==> src/rtl/ctrl_pkg.sv <==
// Shared definitions for the multicycle RV32I-subset control unit.
// Holds the FSM state encoding, the extender select codes (also used by
// the immediate extender), opcode constants, datapath mux/ALU class codes
// and the DECODE-state dispatch function.
package ctrl_pkg;

    // FETCH is encoded as zero so the debug state output reads 0 in reset.
    typedef enum logic [3:0] {
        S_FETCH    = 4'd0,
        S_DECODE   = 4'd1,
        S_EXEC_R   = 4'd2,
        S_EXEC_I   = 4'd3,
        S_EXEC_U   = 4'd4,
        S_MEM_ADDR = 4'd5,
        S_MEM_RD   = 4'd6,
        S_MEM_WR   = 4'd7,
        S_MEM_WB   = 4'd8,
        S_ALU_WB   = 4'd9,
        S_BRANCH   = 4'd10,
        S_JAL      = 4'd11,
        S_JALR     = 4'd12,
        S_JALR_PC  = 4'd13,
        S_JAL_LINK = 4'd14,
        S_ERROR    = 4'd15
    } state_t;

    // Immediate extender selects
    localparam logic [2:0] IMM_I = 3'b000;
    localparam logic [2:0] IMM_U = 3'b001;
    localparam logic [2:0] IMM_S = 3'b010;
    localparam logic [2:0] IMM_J = 3'b011;
    localparam logic [2:0] IMM_B = 3'b100;

    // Supported opcodes
    localparam logic [6:0] OP_R      = 7'b0110011;
    localparam logic [6:0] OP_I      = 7'b0010011;
    localparam logic [6:0] OP_LOAD   = 7'b0000011;
    localparam logic [6:0] OP_STORE  = 7'b0100011;
    localparam logic [6:0] OP_BRANCH = 7'b1100011;
    localparam logic [6:0] OP_JAL    = 7'b1101111;
    localparam logic [6:0] OP_JALR   = 7'b1100111;
    localparam logic [6:0] OP_LUI    = 7'b0110111;
    localparam logic [6:0] OP_AUIPC  = 7'b0010111;

    // Branch funct3 values
    localparam logic [2:0] F3_BEQ = 3'b000;
    localparam logic [2:0] F3_BNE = 3'b001;

    // ALU A select
    localparam logic [1:0] SRCA_PC    = 2'b00;
    localparam logic [1:0] SRCA_RS1   = 2'b01;
    localparam logic [1:0] SRCA_OLDPC = 2'b10;
    localparam logic [1:0] SRCA_ZERO  = 2'b11;

    // ALU B select
    localparam logic [1:0] SRCB_RS2  = 2'b00;
    localparam logic [1:0] SRCB_IMM  = 2'b01;
    localparam logic [1:0] SRCB_FOUR = 2'b10;

    // ALU operation class
    localparam logic [1:0] ALUOP_ADD   = 2'b00;
    localparam logic [1:0] ALUOP_SUB   = 2'b01;
    localparam logic [1:0] ALUOP_FUNCT = 2'b10;

    // Result select
    localparam logic [1:0] RES_ALUOUT = 2'b00;
    localparam logic [1:0] RES_MEM    = 2'b01;
    localparam logic [1:0] RES_ALU    = 2'b10;

    // State that follows DECODE for a given opcode
    function automatic state_t decode_next(input logic [6:0] op);
        state_t nxt;
        case (op)
            OP_R:               nxt = S_EXEC_R;
            OP_I:               nxt = S_EXEC_I;
            OP_LOAD, OP_STORE:  nxt = S_MEM_ADDR;
            OP_BRANCH:          nxt = S_BRANCH;
            OP_JAL:             nxt = S_JAL;
            OP_JALR:            nxt = S_JALR;
            OP_LUI, OP_AUIPC:   nxt = S_EXEC_U;
            default:            nxt = S_ERROR;
        endcase
        return nxt;
    endfunction

endpackage

==> src/rtl/imm_src_dec.sv <==
// Immediate-extender select decoder.
// Maps (state, opcode) to IMM_SRC so the extender output matches the
// immediate the ALU consumes in that cycle; 000 in every other state.
//   state_i   in  4  current control state
//   opcode_i  in  7  opcode from the instruction register
//   imm_src_o out 3  extender select
module imm_src_dec
    import ctrl_pkg::*;
(
    input  logic [3:0] state_i,
    input  logic [6:0] opcode_i,
    output logic [2:0] imm_src_o
);

    state_t st_s;
    assign st_s = state_t'(state_i);

    // Extender select per state
    always_comb begin
        imm_src_o = IMM_I;
        case (st_s)
            S_DECODE: begin
                // Branch target / jump target is precomputed as oldPC + imm
                if (opcode_i == OP_BRANCH) begin
                    imm_src_o = IMM_B;
                end else if (opcode_i == OP_JAL) begin
                    imm_src_o = IMM_J;
                end else begin
                    imm_src_o = IMM_I;
                end
            end
            S_EXEC_I:   imm_src_o = IMM_I;
            S_EXEC_U:   imm_src_o = IMM_U;
            S_MEM_ADDR: begin
                if (opcode_i == OP_STORE) begin
                    imm_src_o = IMM_S;
                end else begin
                    imm_src_o = IMM_I;
                end
            end
            S_BRANCH:   imm_src_o = IMM_B;
            S_JAL:      imm_src_o = IMM_J;
            S_JALR:     imm_src_o = IMM_I;
            default:    imm_src_o = IMM_I;
        endcase
    end

endmodule

==> src/rtl/multicycle_ctrl_fsm.sv <==
// Multicycle RV32I-subset control unit.
// Steps each instruction through FETCH/DECODE/EXECUTE/MEMORY/WRITEBACK and
// drives every datapath mux select and write enable. Outputs are decoded
// from the state register and IR opcode; only the FETCH enables (mem_ready)
// and the BRANCH PC write (zero) are Mealy terms. All outputs are forced
// to 0 while rst_n is low.
//   clk, rst_n              clock, async active-low reset
//   opcode, funct3, zero    IR fields and ALU zero flag
//   mem_ready               memory handshake
//   PC_WE..RES_SRC          datapath enables and selects
//   illegal                 sticky unsupported-instruction flag
//   state                   current state (debug)
module multicycle_ctrl_fsm
    import ctrl_pkg::*;
#(
    parameter int ST_W = 4
) (
    input  logic            clk,
    input  logic            rst_n,
    input  logic [6:0]      opcode,
    input  logic [2:0]      funct3,
    input  logic            zero,
    input  logic            mem_ready,
    output logic            PC_WE,
    output logic            IR_WE,
    output logic            MEM_RE,
    output logic            MEM_WE,
    output logic            ADR_SRC,
    output logic            REG_WE,
    output logic [2:0]      IMM_SRC,
    output logic [1:0]      ALU_SRC_A,
    output logic [1:0]      ALU_SRC_B,
    output logic [1:0]      ALU_OP,
    output logic [1:0]      RES_SRC,
    output logic            illegal,
    output logic [ST_W-1:0] state
);

    state_t     state_q;
    logic       illegal_q;
    logic [2:0] imm_src_s;

    logic       pc_we_s, ir_we_s, mem_re_s, mem_we_s, adr_src_s, reg_we_s;
    logic [1:0] src_a_s, src_b_s, alu_op_s, res_src_s;

    imm_src_dec u_imm_src_dec (
        .state_i   (state_q),
        .opcode_i  (opcode),
        .imm_src_o (imm_src_s)
    );

    // State sequencing and sticky illegal flag
    always_ff @(posedge clk or negedge rst_n) begin
        if (!rst_n) begin
            state_q   <= S_FETCH;
            illegal_q <= 1'b0;
        end else begin
            case (state_q)
                S_FETCH: begin
                    if (mem_ready) state_q <= S_DECODE;
                    else           state_q <= S_FETCH;
                end
                S_DECODE: begin
                    state_q <= decode_next(opcode);
                    if (decode_next(opcode) == S_ERROR) illegal_q <= 1'b1;
                end
                S_EXEC_R, S_EXEC_I, S_EXEC_U, S_JAL: state_q <= S_ALU_WB;
                S_MEM_ADDR: begin
                    if (opcode == OP_STORE) begin
                        state_q <= S_MEM_WR;
                    end else if (opcode == OP_LOAD) begin
                        state_q <= S_MEM_RD;
                    end else begin
                        state_q   <= S_ERROR;
                        illegal_q <= 1'b1;
                    end
                end
                S_MEM_RD: begin
                    if (mem_ready) state_q <= S_MEM_WB;
                    else           state_q <= S_MEM_RD;
                end
                S_MEM_WR: begin
                    if (mem_ready) state_q <= S_FETCH;
                    else           state_q <= S_MEM_WR;
                end
                S_MEM_WB, S_ALU_WB, S_JAL_LINK: state_q <= S_FETCH;
                S_BRANCH: begin
                    if ((funct3 == F3_BEQ) || (funct3 == F3_BNE)) begin
                        state_q <= S_FETCH;
                    end else begin
                        state_q   <= S_ERROR;
                        illegal_q <= 1'b1;
                    end
                end
                S_JALR:    state_q <= S_JALR_PC;
                S_JALR_PC: state_q <= S_JAL_LINK;
                S_ERROR: begin
                    state_q   <= S_ERROR;
                    illegal_q <= 1'b1;
                end
                default: begin
                    state_q   <= S_ERROR;
                    illegal_q <= 1'b1;
                end
            endcase
        end
    end

    // Per-state datapath controls; anything not set here stays 0
    always_comb begin
        pc_we_s   = 1'b0;
        ir_we_s   = 1'b0;
        mem_re_s  = 1'b0;
        mem_we_s  = 1'b0;
        adr_src_s = 1'b0;
        reg_we_s  = 1'b0;
        src_a_s   = 2'b00;
        src_b_s   = 2'b00;
        alu_op_s  = 2'b00;
        res_src_s = 2'b00;
        case (state_q)
            S_FETCH: begin
                // PC <= PC + 4 lands together with the instruction word
                mem_re_s  = 1'b1;
                ir_we_s   = mem_ready;
                pc_we_s   = mem_ready;
                src_a_s   = SRCA_PC;
                src_b_s   = SRCB_FOUR;
                alu_op_s  = ALUOP_ADD;
                res_src_s = RES_ALU;
            end
            S_DECODE: begin
                src_a_s  = SRCA_OLDPC;
                src_b_s  = SRCB_IMM;
                alu_op_s = ALUOP_ADD;
            end
            S_EXEC_R: begin
                src_a_s  = SRCA_RS1;
                src_b_s  = SRCB_RS2;
                alu_op_s = ALUOP_FUNCT;
            end
            S_EXEC_I: begin
                src_a_s  = SRCA_RS1;
                src_b_s  = SRCB_IMM;
                alu_op_s = ALUOP_FUNCT;
            end
            S_EXEC_U: begin
                if (opcode == OP_LUI) src_a_s = SRCA_ZERO;
                else                  src_a_s = SRCA_OLDPC;
                src_b_s  = SRCB_IMM;
                alu_op_s = ALUOP_ADD;
            end
            S_MEM_ADDR, S_JALR: begin
                src_a_s  = SRCA_RS1;
                src_b_s  = SRCB_IMM;
                alu_op_s = ALUOP_ADD;
            end
            S_MEM_RD: begin
                mem_re_s  = 1'b1;
                adr_src_s = 1'b1;
            end
            S_MEM_WR: begin
                mem_we_s  = 1'b1;
                adr_src_s = 1'b1;
            end
            S_MEM_WB: begin
                res_src_s = RES_MEM;
                reg_we_s  = 1'b1;
            end
            S_ALU_WB: begin
                res_src_s = RES_ALUOUT;
                reg_we_s  = 1'b1;
            end
            S_BRANCH: begin
                // ALUOut still holds the target computed in DECODE
                src_a_s   = SRCA_RS1;
                src_b_s   = SRCB_RS2;
                alu_op_s  = ALUOP_SUB;
                res_src_s = RES_ALUOUT;
                if (funct3 == F3_BEQ)      pc_we_s = zero;
                else if (funct3 == F3_BNE) pc_we_s = ~zero;
                else                       pc_we_s = 1'b0;
            end
            S_JAL: begin
                // Jump target from ALUOut while the ALU forms oldPC + 4 for the link
                src_a_s   = SRCA_OLDPC;
                src_b_s   = SRCB_FOUR;
                alu_op_s  = ALUOP_ADD;
                res_src_s = RES_ALUOUT;
                pc_we_s   = 1'b1;
            end
            S_JALR_PC: begin
                res_src_s = RES_ALUOUT;
                pc_we_s   = 1'b1;
            end
            S_JAL_LINK: begin
                src_a_s   = SRCA_OLDPC;
                src_b_s   = SRCB_FOUR;
                res_src_s = RES_ALU;
                reg_we_s  = 1'b1;
            end
            S_ERROR: begin
                pc_we_s = 1'b0;
            end
            default: begin
                pc_we_s = 1'b0;
            end
        endcase
    end

    // Every control output is held at 0 while reset is asserted
    assign PC_WE     = rst_n & pc_we_s;
    assign IR_WE     = rst_n & ir_we_s;
    assign MEM_RE    = rst_n & mem_re_s;
    assign MEM_WE    = rst_n & mem_we_s;
    assign ADR_SRC   = rst_n & adr_src_s;
    assign REG_WE    = rst_n & reg_we_s;
    assign IMM_SRC   = rst_n ? imm_src_s : 3'b000;
    assign ALU_SRC_A = rst_n ? src_a_s   : 2'b00;
    assign ALU_SRC_B = rst_n ? src_b_s   : 2'b00;
    assign ALU_OP    = rst_n ? alu_op_s  : 2'b00;
    assign RES_SRC   = rst_n ? res_src_s : 2'b00;
    assign illegal   = illegal_q;
    assign state     = ST_W'(state_q);

endmodule

==> config.mk <==
export PLATFORM = sky130hd
export DESIGN_NAME = multicycle_ctrl_fsm
export DESIGN_NICKNAME = d
export VERILOG_FILES = /design/src/rtl/ctrl_pkg.sv /design/src/rtl/imm_src_dec.sv /design/src/rtl/multicycle_ctrl_fsm.sv
export SDC_FILE = /design/constraint.sdc
export NUM_CORES = 1
export LEC_CHECK = 0
export ABC_AREA = 1
export CAP_MARGIN = 20
export CORE_MARGIN = 2
export CORE_UTILIZATION = 39
export CTS_CLUSTER_SIZE = 40
export DETAILED_ROUTE_END_ITERATION = 8
export GPL_TIMING_DRIVEN = 0
export HOLD_SLACK_MARGIN = 0.12
export PLACE_DENSITY = 0.79
export SLEW_MARGIN = 20
export SYNTH_ARGS = -nofsm -noshare
export SYNTH_HDL_FRONTEND = slang
export SYNTH_HIERARCHICAL = 1
export SYNTH_SLANG_ARGS = --single-unit
==> constraint.sdc <==
create_clock -name clk -period 1.14 [get_ports clk]
set_input_delay 0.114 -clock clk [delete_from_list [all_inputs] [get_ports clk]]
set_output_delay 0.114 -clock clk [all_outputs]
set_load 0.01 [all_outputs]
# After elaboration in Yosys (flattened, before gate mapping)
# Index checks and enable logic that the tools add are counted.
[totals] register_bits=5 in_bits=14 romBits=0 latch_bits=0 mem_bits_rw=0 mem_count=0
[op_classes] order_cmp=0 addsub=0 reduce_logical=18 div=0 n_eq_ne=30 muxes=36 n_mul=0 n_bitwise=7 shifts=0
[ops] op="4-bit case mux with 11 select lines" n=1
[ops] op="4-bit equality test, second input constant" n=9
[ops] op="4-bit case mux with 7 select lines" n=1
[ops] op="7-bit by 6-bit equality test with 1-bit output, second input constant" n=3
[ops] op="7-bit equality test, second input constant" n=3
[ops] op="4-bit 2-to-1 mux" n=5
[ops] op="4-bit by 3-bit equality test with 1-bit output, second input constant" n=4
[ops] op="3-bit case mux with 5 select lines" n=1
[ops] op="7-bit by 5-bit equality test with 1-bit output, second input constant" n=2
[ops] op="2-bit OR reduction" n=7
[ops] op="1-bit 2-to-1 mux" n=13
[ops] op="2-bit 2-to-1 mux" n=6
[ops] op="2-bit case mux with 2 select lines" n=3
[ops] op="5-bit OR reduction" n=2
[ops] op="3-bit 2-to-1 mux" n=3
[ops] op="3-bit OR reduction" n=3
[ops] op="4-bit by 2-bit equality test with 1-bit output, second input constant" n=2
[ops] op="2-bit != test, second input constant" n=4
[ops] op="7-bit by 2-bit equality test with 1-bit output, second input constant" n=1
[ops] op="1-bit AND" n=6
[ops] op="2-bit case mux with 3 select lines" n=1
[ops] op="5-bit AND reduction" n=1
[ops] op="4-bit by 1-bit equality test with 1-bit output, second input constant" n=1
[ops] op="4-bit zero test" n=1
[ops] op="8 further kinds" n=8

# Logic depth before layout (Yosys ltp)
[depth] word_depth=7 ltp_mapped=9

# Hierarchy
# The synthesis kept the hierarchy.
[by_module_without_submodules] mod="multicycle_ctrl_fsm" cells_each=149 seq_area_each_um2=125.1 area_per_inst_um2=752.0 n_inst=1
[by_module_without_submodules] mod="imm_src_dec" cells_each=30 seq_area_each_um2=0.0 area_per_inst_um2=140.1 n_inst=1

# Least setup slack after synthesis
# OpenSTA, ideal clock, no wires.
[synth_path] path_kind="register to output" start="reg state_q[2] (netlist: state[2])" end="out PC_WE" path_buffers=0 stages_incl_launch_ff=6 path_slack_ps=-187 arrival_time_ps=1213 required_ps=1026 cell_sequence="dfrtp_1 -> nor2_1 -> nand2_1 -> nor2_1 -> nor2_1 -> a21oi_1"
[synth_via] elab_chain_len=4 elab_cells_between_ends=7 classes_between="eq/ne (3); mux (1); bitwise (1); reduce/logical (2)"
[synth_rtl] element="start: declaration" line="multicycle_ctrl_fsm.sv:39" source="state_t state_q;"
[synth_rtl] element="start signal: assignment" line="multicycle_ctrl_fsm.sv:64" source="state_q <= decode_next(opcode);"
[synth_rtl] element="4-bit equality test" line="multicycle_ctrl_fsm.sv:121" source="case (state_q)"
[synth_rtl] element="2-bit OR reduction (no line)"
[synth_rtl] element="1-bit case mux with 3 select lines (*)" line="multicycle_ctrl_fsm.sv:121"
[synth_rtl] element="1-bit AND (*)" line="multicycle_ctrl_fsm.sv:212" source="assign PC_WE = rst_n & pc_we_s;"
[synth_rtl] element="end: declaration" line="multicycle_ctrl_fsm.sv:24" source="output logic PC_WE,"
# Mark *: on every way between the ends. The rest lies on a longest branch, timed or not.

# Worst setup path after layout
[layout_path] start="reg state_q[0] (netlist: state[0])" end="out IMM_SRC[2]"
[layout_via] elab_chain_len=3 elab_cells_between_ends=7 classes_between="eq/ne (5); mux (2)"
[layout_rtl] element="4-bit equality test, or another cell as far along" line="imm_src_dec.sv:21" source="case (st_s)"
[layout_rtl] element="3-bit case mux with 5 select lines (*)" line="imm_src_dec.sv:21"
[layout_rtl] element="via imm_src_s[2]" line="multicycle_ctrl_fsm.sv:41" source="logic [2:0] imm_src_s;"
[layout_rtl] element="3-bit 2-to-1 mux (*)" line="multicycle_ctrl_fsm.sv:218" source="assign IMM_SRC = rst_n ? imm_src_s : 3'b000;"
[layout_rtl] element="end: declaration" line="multicycle_ctrl_fsm.sv:30" source="output logic [2:0] IMM_SRC,"
# Mark *: on every way through the listed nets, which the timed path passes. The rest lies on a longest branch.

==> metrics.txt <==
# TYPE chip_impl_metric gauge
chip_impl_metric{name="grt_antenna_before_repair",unit=""} 0
chip_impl_metric{name="fin_crit",unit="ns"} 1.82
chip_impl_metric{name="grt_use_met2",unit="%"} 57.2
chip_impl_metric{name="ioPinCount",unit=""} 36
chip_impl_metric{name="floorplan.initialDensity",unit="%"} 40.7
chip_impl_metric{name="yosys_warnings",unit=""} 6
chip_impl_metric{name="cts_made_buffers",unit=""} 3
chip_impl_metric{name="slew_headroom",unit="%"} 71.3
chip_impl_metric{name="grt.total_usage",unit="%"} 32.5
chip_impl_info{name="criticalPathCategory",value="flop to primary output"} 1
chip_impl_metric{name="setup_violations",unit=""} 26
chip_impl_metric{name="detailedPlace.worstSlack",unit="ns"} -1.10
chip_impl_metric{name="cp_slowest_stage_delay",unit="ns"} 0.48
chip_impl_metric{name="fin_worst_hold_slack",unit="ns"} 0.465
chip_impl_metric{name="syn-instance-count",unit=""} 179
chip_impl_metric{name="grt_overflow",unit=""} 0
chip_impl_info{name="end_kind",value="primary output"} 1
chip_impl_info{name="commonest_cells_after_routing_fill_and_taps_aside",value="sky130_fd_sc_hd__nand2_1, sky130_fd_sc_hd__buf_4, sky130_fd_sc_hd__inv_1"} 1
chip_impl_info{name="netlist.top_cell.by_area",value="sky130_fd_sc_hd__nand2_1"} 1
chip_impl_metric{name="numPortBuffers",unit=""} 35
chip_impl_metric{name="detail_route.wirelength",unit="mm"} 5.74
chip_impl_metric{name="max_h_tree_level",unit=""} 1
chip_impl_metric{name="post_synth_num_cell_types",unit=""} 20
chip_impl_metric{name="dpl-instance-area",unit="sq um"} 1370
chip_impl_metric{name="grt_pass1_wl",unit="mm"} 6.53
chip_impl_metric{name="final_max_slew_viol_count",unit=""} 0
chip_impl_metric{name="avgSynthCellArea",unit="sq um"} 4.98
chip_impl_metric{name="grt_max_degree",unit=""} 11
chip_impl_metric{name="finalNetCount",unit=""} 276
chip_impl_metric{name="gr-usage-met1",unit="%"} 34.7
chip_impl_metric{name="postSynthRegisterBits",unit=""} 5
chip_impl_metric{name="post_route_cells_drive_above_1_share",unit="%"} 56.3
chip_impl_info{name="crit_family",value="flip-flops"} 1
chip_impl_metric{name="postRouteAntennaNets",unit=""} 0
chip_impl_metric{name="timing.fmax",unit="GHz"} 0.550
chip_impl_metric{name="finish.utilization",unit="%"} 91.9
chip_impl_info{name="startpoint_type",value="flop"} 1
chip_impl_metric{name="drc",unit=""} 0
chip_impl_info{name="tritoncts_clock_tree",value="built"} 1
chip_impl_metric{name="wire_per_inst",unit="um"} 19.9
chip_impl_metric{name="final-hold-violation-count",unit=""} 0
chip_impl_metric{name="cts_num_sinks",unit=""} 5
chip_impl_metric{name="synth_largest_type_area_fraction",unit="%"} 22.3
chip_impl_metric{name="critical_path_peak_fanout",unit=""} 4
chip_impl_metric{name="timing.max_cap.violations",unit=""} 0
chip_impl_metric{name="cp.required",unit="ns"} 1.03
chip_impl_metric{name="post-route-period-util",unit="%"} 159
chip_impl_metric{name="clk_path_buf_depth",unit=""} 2
chip_impl_metric{name="placeable_area",unit="sq um"} 2190
chip_impl_info{name="rsz0062_at_grt",value="true"} 1
chip_impl_info{name="hold_path.class",value="flop to flop"} 1
chip_impl_metric{name="cp.arrival",unit="ns"} 1.70
chip_impl_metric{name="syn_to_final_growth",unit="%"} 126
chip_impl_metric{name="leakage",unit="nW"} 0.995
chip_impl_metric{name="die-width",unit="um"} 51.8
chip_impl_metric{name="n_antenna_cell",unit=""} 0
chip_impl_metric{name="die_h",unit="um"} 51.8
chip_impl_info{name="grt.busiest_layer",value="met2"} 1
chip_impl_metric{name="drt_pre_antenna_iters",unit=""} 4
chip_impl_metric{name="fin_area",unit="sq um"} 2010
chip_impl_metric{name="timing.critical_path.buf_inv",unit=""} 4
chip_impl_metric{name="vias",unit=""} 1730
chip_impl_metric{name="row_count",unit=""} 17
chip_impl_info{name="violations",value="negative setup slack"} 1
chip_impl_metric{name="syn-cell-area",unit="sq um"} 892
chip_impl_metric{name="skew",unit="ns"} 0.0177
chip_impl_metric{name="clk_latency",unit="ns"} 0.27
chip_impl_metric{name="number_of_global_route_vias_before_repair",unit=""} 1495
chip_impl_metric{name="dpl.hpwl",unit="mm"} 2.16
chip_impl_info{name="most_frequent_standard_cell_in_the_layout_excluding_fill_and_tap_cells",value="sky130_fd_sc_hd__nand2_1"} 1
chip_impl_metric{name="total_power",unit="W"} 0.000550
chip_impl_metric{name="fp.dieArea",unit="sq um"} 2690
chip_impl_info{name="clockRootBuffer",value="sky130_fd_sc_hd__clkbuf_4"} 1
chip_impl_metric{name="globalplace.congestion",unit=""} 0.906
chip_impl_info{name="critical-path-slowest-cell",value="sky130_fd_sc_hd__dfrtp_2"} 1
chip_impl_metric{name="cts.clk_slew.worst_paths",unit="ns"} 0.06
chip_impl_metric{name="cellPowerDensity",unit="nW/um^2"} 273
chip_impl_info{name="outcome",value="finished with violations"} 1
chip_impl_metric{name="drt-initial-drc-count",unit=""} 156
chip_impl_metric{name="grt_util_met3",unit="%"} 8.33
chip_impl_metric{name="worst_pin_slew",unit="ns"} 0.429
chip_impl_metric{name="post_drt_via_cell_ratio",unit=""} 5.99
chip_impl_metric{name="synthesis.nets",unit=""} 193
chip_impl_metric{name="timing.final.ws_setup",unit="ns"} -0.678
chip_impl_metric{name="synth_sequential_area_ratio",unit="%"} 14.0
chip_impl_info{name="yosys-top-cells-area",value="sky130_fd_sc_hd__nand2_1, sky130_fd_sc_hd__dfrtp_1, sky130_fd_sc_hd__inv_1, sky130_fd_sc_hd__nor2_1, sky130_fd_sc_hd__nand3_1"} 1
chip_impl_info{name="timing.critical_path.cells",value="buf_12, buf_8, nand2_4, nor2_4, nand3_2, o21ai_2, nand2_1, inv_1, buf_2"} 1
chip_impl_metric{name="irDropWorstVdd",unit="mV"} 0.773
Yosys cell counts:
cell type / count
sky130_fd_sc_hd__nand2_1: 53
sky130_fd_sc_hd__inv_1: 32
sky130_fd_sc_hd__nor2_1: 28
sky130_fd_sc_hd__nand3_1: 19
sky130_fd_sc_hd__o21ai_0: 7
sky130_fd_sc_hd__a21oi_1: 6
sky130_fd_sc_hd__nand2_2: 6
sky130_fd_sc_hd__dfrtp_1: 5
sky130_fd_sc_hd__nor3_1: 5
sky130_fd_sc_hd__nand4_1: 4
sky130_fd_sc_hd__nor2_2: 3
sky130_fd_sc_hd__inv_2: 2
sky130_fd_sc_hd__nand3_2: 2
sky130_fd_sc_hd__a31oi_1: 1
sky130_fd_sc_hd__clkbuf_1: 1
sky130_fd_sc_hd__clkinv_2: 1
sky130_fd_sc_hd__nor2_4: 1
sky130_fd_sc_hd__o211ai_1: 1
sky130_fd_sc_hd__o21ai_2: 1
sky130_fd_sc_hd__or2_2: 1
worst reg2reg max path, stage by stage, from the launching register on:
cell and delay (ns):
sky130_fd_sc_hd__dfrtp_2 0.49, sky130_fd_sc_hd__buf_4 0.18, sky130_fd_sc_hd__nand2_4 0.11, sky130_fd_sc_hd__nor2_4 0.07, sky130_fd_sc_hd__nand2_2 0.14, sky130_fd_sc_hd__nand3_4 0.10
sky130_fd_sc_hd__nor2_4 0.15, sky130_fd_sc_hd__nand3_1 0.15
final timing paths:
check / startpoint / endpoint / slack [ns] / cells past startpoint
worst min register to register: illegal / illegal / 0.46 / 2
worst max register to register: state[1] / state[2] / -0.39 / 7
worst min-delay path: illegal / illegal / 0.46 / 2
min in group asynchronous: rst_n / state[2] / 0.47 / 2
worst max-delay path: state[0] / IMM_SRC[2] / -0.68 / 9
max in group asynchronous: rst_n / state[3] / 0.43 / 2
routing by layer:
layer  up-vias  routed length (um)  share of wire (%)
li1        727                   -                  -
met1       757                2070                 36
met2       188                2520                 44
met3        58                 695                 12
met4         0                 453                7.9
met5         -                   0                  0
cells by family after synthesis:
kind of cell	count (synthesis)	synth area share, %
and+or+nand+nor	122	60.9
buffers and inverters	36	15.3
AOI/OAI and AO/OA	16	9.82
DFF	5	14.0
through the flow:
stage          setup TNS, ns  cells
5_1_grt               -11.76    289
2_1_floorplan         -0.403    179
6_report              -10.89    289
3_5_place_dp          -17.37    242
3_3_place_gp          -16.67    242
4_1_cts                -7.61    281
where the power goes:
group	internal [W]	leakage, nW	switching [W]
logic	0.0000585	0.938	0.0000827
clock network	0.000134	0.0150	0.0000974
registers	0.000178	0.0425	0
total	0.000370	0.995	0.000180
flip-flops by register name, indices dropped and copies added (netlist names):
name	count
state	4
illegal	1
cell type report:
| cell class | count | area [sq um] |
|---|---|---|
| Fill cell | 81 | 176 |
| Timing Repair Buffer | 78 | 683 |
| Buffer | 1 | 5.00 |
| Sequential cell | 5 | 130 |
| Clock buffer | 4 | 26.3 |
| Multi-Input combinational cell | 138 | 971 |
| Inverter | 35 | 164 |
| Tap cell | 28 | 35.0 |
timing repair:
action / CTS / global route
setup buffers: 34 / 10
setup endpoints to repair: 27 / 26
hold buffers: 1 / 0
endpoints found under the hold margin: 5 / 0
gates resized for setup: 150 / 43
pin swaps: 24 / 32
Power figures use the tool's default switching activity.
